`config.mk`:
```
export PLATFORM = sky130hd
export DESIGN_NAME = arb4_grant_ctrl
export DESIGN_NICKNAME = d
export VERILOG_FILES = /design/src/rtl/arb4_grant_ctrl.sv
export SDC_FILE = /design/constraint.sdc
export NUM_CORES = 1
export LEC_CHECK = 0
export ABC_AREA = 0
export BUFFER_PORTS_ARGS = -buffer_cell sky130_fd_sc_hd__buf_2
export CORE_MARGIN = 2
export CORE_UTILIZATION = 49
export DETAILED_ROUTE_END_ITERATION = 7
export MAX_ROUTING_LAYER = met4
export PLACE_DENSITY = 0.73
export SYNTH_ARGS = -nofsm -noshare
export SYNTH_HDL_FRONTEND = slang
export SYNTH_SLANG_ARGS = --single-unit
```
`constraint.sdc`:
```
create_clock -name clk -period 1.7 [get_ports clk]
set_clock_uncertainty 0.05 [all_clocks]
set_input_delay 0.085 -clock clk [delete_from_list [all_inputs] [get_ports clk]]
set_output_delay 0.085 -clock clk [all_outputs]
set_load 0.005 [all_outputs]
```
`src/rtl/arb4_grant_ctrl.sv`:
```
// Four-requester arbiter with a registered one-hot grant, an encoded index and a hold limit.
// Define ARB4_ROUND_ROBIN_EN to rotate priority away from the most recent owner.
module arb4_grant_ctrl #(
  parameter int unsigned MAX_HOLD = 8
) (
  input  logic       clk,
  input  logic       rst_n,
  input  logic [3:0] req,
  input  logic       done,
  output logic [3:0] gnt,
  output logic [1:0] gnt_id,
  output logic       gnt_valid,
  output logic       preempt
);

  localparam logic [0:0] ST_IDLE = 1'b0;
  localparam logic [0:0] ST_BUSY = 1'b1;
  localparam logic [7:0] HOLD_LIMIT = 8'(MAX_HOLD);

  logic [0:0] state_q,    state_d;
  logic [3:0] gnt_q,      gnt_d;
  logic [1:0] gntId_q,    gntId_d;
  logic       gntValid_q, gntValid_d;
  logic       preempt_q,  preempt_d;
  logic [7:0] holdCnt_q,  holdCnt_d;
  logic [1:0] lastId_q,   lastId_d;

  logic [1:0] winId;
  logic [1:0] cand;
  logic       winFound;

  // Later loop iterations override earlier ones, so the final candidate has top priority.
  always_comb begin
    winId    = 2'd0;
    winFound = 1'b0;
    cand     = 2'd0;
    for (int k = 4; k >= 1; k--) begin
`ifdef ARB4_ROUND_ROBIN_EN
      cand = lastId_q - 2'(k);
`else
      cand = 2'(4 - k);
`endif
      if (req[cand]) begin
        winId    = cand;
        winFound = 1'b1;
      end
    end
  end

  always_comb begin
    state_d    = state_q;
    gnt_d      = gnt_q;
    gntId_d    = gntId_q;
    gntValid_d = gntValid_q;
    preempt_d  = 1'b0;
    holdCnt_d  = holdCnt_q;
    lastId_d   = lastId_q;
    case (state_q)
      ST_IDLE: begin
        if (winFound) begin
          state_d    = ST_BUSY;
          gnt_d      = 4'b0001 << winId;
          gntId_d    = winId;
          gntValid_d = 1'b1;
          holdCnt_d  = 8'd1;
          lastId_d   = winId;
        end
      end
      default: begin
        // Release priority: done, then withdrawal, then the forced hold-limit release.
        if (done || !req[gntId_q] || (holdCnt_q == HOLD_LIMIT)) begin
          state_d    = ST_IDLE;
          gnt_d      = 4'b0000;
          gntId_d    = 2'd0;
          gntValid_d = 1'b0;
          preempt_d  = !done && req[gntId_q];
        end else begin
          holdCnt_d = holdCnt_q + 8'd1;
        end
      end
    endcase
  end

  always_ff @(posedge clk) begin
    if (!rst_n) begin
      state_q    <= ST_IDLE;
      gnt_q      <= 4'b0000;
      gntId_q    <= 2'd0;
      gntValid_q <= 1'b0;
      preempt_q  <= 1'b0;
      holdCnt_q  <= 8'd0;
      lastId_q   <= 2'd0;
    end else begin
      state_q    <= state_d;
      gnt_q      <= gnt_d;
      gntId_q    <= gntId_d;
      gntValid_q <= gntValid_d;
      preempt_q  <= preempt_d;
      holdCnt_q  <= holdCnt_d;
      lastId_q   <= lastId_d;
    end
  end

  assign gnt       = gnt_q;
  assign gnt_id    = gntId_q;
  assign gnt_valid = gntValid_q;
  assign preempt   = preempt_q;

endmodule

```
Yosys cells after proc, flatten, opt, wreduce, memory -nomap -nowiden
Cells that the tools add are included.

word-level totals
  memories = 0
  bits in writable memories = 0
  word-level logic and storage cells = 45
  ROM bits = 0
  output and inout bits = 8
  bits in latches = 0
  bits in registers = 17

operators by class
  $mul = 0
  multiplexer cells = 24
  shift operators = 1
  reductions and logical operators = 9
  $lt $le $gt $ge = 1
  bitwise operators = 0
  equal/unequal tests = 3
  divide/modulo/power cells = 0
  add/subtract/negate cells = 1

operators with widths
  kind                                                                   number
  8-bit two-way mux                                                      3
  1-bit two-way mux                                                      12
  4-bit two-way mux                                                      3
  2-bit two-way mux                                                      5
  8-bit by 1-bit adder with 8-bit output, second input constant          1
  8-bit by 4-bit equality test with 1-bit output, second input constant  1
  2-bit AND reduction                                                    2
  1-bit by 2-bit left shift with 4-bit output, first input constant      1
  2-bit by 3-bit < comparator with 1-bit output, second input constant   1
  3-bit AND reduction                                                    1
  1-bit binary-select mux with 2-bit select                              1
  1-bit zero test                                                        2
  1-bit logical OR                                                       2
  2-bit by 1-bit != test with 1-bit output, second input constant        1
  2-bit != test, second input constant                                   1
  2-bit nonzero test                                                     1
  1-bit logical AND                                                      1

Logic depth before layout (Yosys ltp)
  word-level depth = 7
  depth in mapped cells = 6
  mapped depth without buffers = 6

Least setup slack after synthesis
No wires, ideal clock.

  path kind = register to register
  from = reg holdCnt_q[0]
  to = reg holdCnt_q[0]
  stages on the path, launching flop included = 7
  setup slack = -101 ps
  arrival = 1637 ps
  required time = 1535 ps
  setup time = 115 ps
  clock period less this slack = 1801 ps
  cells stage by stage = dfxtp_1 > inv_1 > ha_1 > or4b_4 > o211a_4 > a21o_1 > o21a_1

on the way
  cells in the longest elaborated chain, start to end = 4
  elaborated cells between the ends (all ways) = 7
  those cells by class = add/sub: 1; eq/ne: 2; mux: 2; reduce/logical: 2

RTL lines
  element                                                                                         RTL line  source
  start: declaration                                                                              25        logic [7:0] holdCnt_q, holdCnt_d;
  start signal: assignment                                                                        99        holdCnt_q <= holdCnt_d;
  parallel branches: the longest is 4 deep, another holds 8-bit by 1-bit adder with 8-bit output  --

Parallel ways; which one is timed is not known. The select of a mux whose other input is x is not followed.
A chain may end at the register's enable or synchronous reset.

Worst setup path after layout
  from = reg holdCnt_q[1]
  to = reg holdCnt_q[0]

on the way
  cells in the longest elaborated chain, start to end = 4

RTL lines
  element                                         RTL line  source
  8-bit by 4-bit equality test with 1-bit output  71        if (done || !req[gntId_q] || (holdCnt_q == HOLD_LIMIT)) begin
  1-bit logical OR                                71
  2-bit != test (no source line)                  --
  2-bit AND reduction (no source line)            --

No other way between the ends.

==> metrics.md <==
| Metric | Value |
|---|---|
| Share of cells above drive strength 1 | 0.414 |
| R2r setup slk | -0.14 ns |
| Failing checks | negative setup slack |
| Dpl hpwl | 1690 um |
| Min-Delay Startpoint | req[3] |
| Clock slew at reported path FFs | 0.09 ns |
| Max cap viols | 0 |
| First-pass GRT wire length | 3830 um |
| Initial antenna violation count | 0 |
| Diodes inserted | 0 |
| Total power | 838 uW |
| R2R depth | 6 |
| WL final | 2390 um |
| Die area | 0.00228 mm2 |
| Syn avg cell area | 8.77 um2 |
| Final cell count without fillers | 158 |
| Mapped Nets | 116 |
| Fmax | 543 MHz |
| Worst path slowest cell | or4b_4 |
| Setup WS pre-CTS | -0.156 ns |
| Root buffer cell | clkbuf_4 |
| Cell count after synthesis | 107 |
| Simple-Gate Fraction of Synth Area | 0.263 |
| Placed cell count | 153 |
| Pin count of the biggest net entering global routing | 18 |
| Area Growth Syn to Fin | 31.5% |
| WS Path Type | reg2reg |
| CP max FO | 8 |
| Leading cell type in the layout, fill and taps excluded | dfxtp_1 |
| Hold/Removal Path Class | in2reg |
| Max H-tree Level | 1 |
| Via density | 6.01 |
| Worst-path cell chain | inv_2 -> ha_4 -> or4b_4 -> o211a_4 -> a21o_4 -> o21a_1 |
| Core ar. | 0.00176 mm2 |
| Final Hold Violating Endpoints | 0 |
| Ys Warns | 0 |
| Peak supply drop | 573 uV |
| Vias in the first global route | 821 |
| Clk sink count | 17 |
| IO buf count | 14 |
| Post-Synth Adder-Cell Area | 0.0267 |
| Synth Area in Compound Gates | 0.253 |
| Worst Max-Slew Pin Slew | 0.392 ns |
| Worst r2r src | holdCnt_q[1]$_SDFFE_PN0P_ |
| XOR/XNOR Fraction of Synth Area | 0 |
| First-pass iteration count of the detailed router | 4 |
| Inserted Clock Buffers | 3 |
| Status | complete, but fails checks |
| Top Ports | 15 |
| Routed vias | 949 |
| Final Wtd Congestion | 0.872 |
| CTS tree | built |
| Cell area after synthesis | 938 um2 |
| Final ANT Viol Nets | 0 |
| Distinct cells, synth | 43 |
| Remaining global-route overflow | 0 |
| Total Routing Usage GR | 0.250 |
| Final WS setup | -0.142 ns |
| Leakage power | 0.000490 uW |
| Max-slew violation count | 0 |
| # DRC | 0 |
| Insertion delay to the later sink of the worst-skew pair | 0.29 ns |
| Critical Path RT | 1.84 ns |
| Post-synthesis mux area share | 0.0467 |
| Critical path's largest stage delay | 0.49 ns |
| Layout net count | 143 |
| Routed WL per cell | 15.1 um |
| Rel. slew slack | 0.737 |
| FF-to-FF End | holdCnt_q[0]$_SDFFE_PN0P_ |
| Critical Path Source | holdCnt_q[1]$_SDFFE_PN0P_ |
| Minimum clock period | 1.84 ns |
| Max Root-Sink Buffers | 2 |
| Row cnt | 15 |
| Initial core utilization | 0.532 |
| Final Cycle Share | 1.08 |
| Proportion of synthesized chip area in sequential cells | 0.363 |
| Register bit total from synthesis | 17 |
| Worst setup EP type | flop |
| PwrDens | 679 mW/mm2 |
| Critical path endpoint | holdCnt_q[0]$_SDFFE_PN0P_ |
| Die Span X | 47.8 um |
| DR iter-0 viols | 20 |
| CP Launch Type | flop |
| Combinational family with the most area after synthesis | simple AND/OR/NAND/NOR gates |
| Die Y | 47.8 um |
| Commonest non-fill, non-tap cells in the layout | 15 x dfxtp_1, 14 x buf_2, 12 x nand2_1 |
| RSZ-0062 raised after global routing | yes |
| Critical Path AT | 1.98 ns |
| # setup viols final | 15 |
==> synth_stat cells <==
library cell	number	area [um2]
a211o_1	1	8.76
a21boi_1	1	7.51
a21o_1	1	7.51
a21oi_1	2	10.0
a21oi_2	2	17.5
a221oi_1	1	8.76
a31oi_1	1	6.26
a41oi_1	1	8.76
and2_1	1	6.26
and3_1	2	12.5
and3_2	1	7.51
clkbuf_1	4	15.0
dfxtp_1	17	340
ha_1	2	25.0
inv_1	8	30.0
mux2_2	1	11.3
mux2i_1	1	10.0
mux4_2	1	22.5
nand2_1	13	48.8
nand2b_1	3	18.8
nand3_1	6	30.0
nand3b_1	1	7.51
nand4_1	1	6.26
nand4b_1	1	8.76
nor2_1	2	7.51
nor3_1	3	15.0
nor3b_1	1	7.51
nor4_1	3	18.8
o211a_4	1	17.5
o211ai_2	2	25.0
o21a_1	2	15.0
o21ai_0	3	15.0
o221ai_2	1	15.0
o22ai_1	4	25.0
o311ai_0	2	17.5
o31a_1	1	8.76
o31ai_1	2	15.0
o32ai_1	1	8.76
or2_2	1	6.26
or3_1	2	12.5
or3b_4	1	11.3
or4_1	1	7.51
or4b_4	1	13.8
==> power breakdown <==
group	internal [uW]	leakage, uW	switching (uW)
clock network	91.4	0.0000150	124
logic	85.3	0.000335	110
registers	415	0.000140	12.5
total	591	0.000490	246
==> stage by stage <==
| stage | TNS (ns) | hold slack (ns) | instance area [um2] | util |
|---|---|---|---|---|
| 2_1_floorplan | -0.132 | 0.151 | 940 | - |
| 3_3_place_gp | -0.975 | 0.332 | 1110 | 0.628 |
| 3_5_place_dp | -1.51 | 0.354 | 1110 | 0.628 |
| 4_1_cts | -1.25 | 0.0337 | 1190 | 0.674 |
| 5_1_grt | -1.99 | 0.0653 | 1230 | 0.699 |
| 6_report | -1.14 | 0.0673 | 1230 | 0.699 |
==> cells by family (layout without fill, tap and decap cells) <==
group	after synthesis	after routing
flip-flops	17	17
adder cells (fa/ha/maj)	2	2
AO/OA/AOI/OAI	29	29
AND/OR/NAND/NOR	44	44
buffers and inverters	12	38
multiplexers	3	3
==> registers in the layout, summed over array words and instances, names as in the netlist <==
| signal | cells |
|---|---|
| holdCnt_q | 8 |
| gnt | 4 |
| gnt_id | 2 |
| gnt_valid | 1 |
| preempt | 1 |
| state_q | 1 |
==> worst max-delay path, delay by kind of cell, from the launching register on <==
| kind | cells | cell delay (ns) |
|---|---|---|
| AOI/OAI and AO/OA | 3 | 0.70 |
| adders and majority gates | 1 | 0.11 |
| DFF | 1 | 0.34 |
| and+or+nand+nor | 1 | 0.49 |
| buffers and inverters | 1 | 0.06 |
==> routing by layer <==
layer  GRT usage  share of wire  wire length, um
met1       0.330           0.44             1050
met2       0.376           0.48             1140
met5           -              0                0
met4      0.0432         0.0063               15
met3      0.0830          0.078              187
==> repair_timing <==
item / CTS / global route
endpoints found under the setup margin: 16 / 15
gates cloned: 0 / 0
hold buffers: 0 / 0
endpoints found under the hold margin: 0 / 0
resized for setup: 15 / 8
pin swaps: 6 / 7
buffers inserted: 2 / 0
==> worst min path at each step <==
stage | cells past startpoint | slack [ns] | end
2_1_floorplan | 1 | 0.15 | gnt[2]$_SDFFE_PN0P_
3_3_place_gp | 2 | 0.33 | gnt[2]$_SDFFE_PN0P_
3_5_place_dp | 2 | 0.35 | gnt[2]$_SDFFE_PN0P_
4_1_cts | 2 | 0.03 | gnt[2]$_SDFFE_PN0P_
5_1_grt | 2 | 0.07 | gnt[2]$_SDFFE_PN0P_
6_report | 2 | 0.07 | gnt[2]$_SDFFE_PN0P_
==> cell type report <==
| cell class | count | area (um2) |
|---|---|---|
| Sequential cell | 17 | 343 |
| Clock buffer | 4 | 26.3 |
| Tap cell | 25 | 31.3 |
| Timing Repair Buffer | 26 | 168 |
| Inverter | 8 | 30.0 |
| Multi-Input combinational cell | 78 | 636 |
| Fill cell | 156 | 531 |
Note: power is estimated with default switching activity, not from simulation.
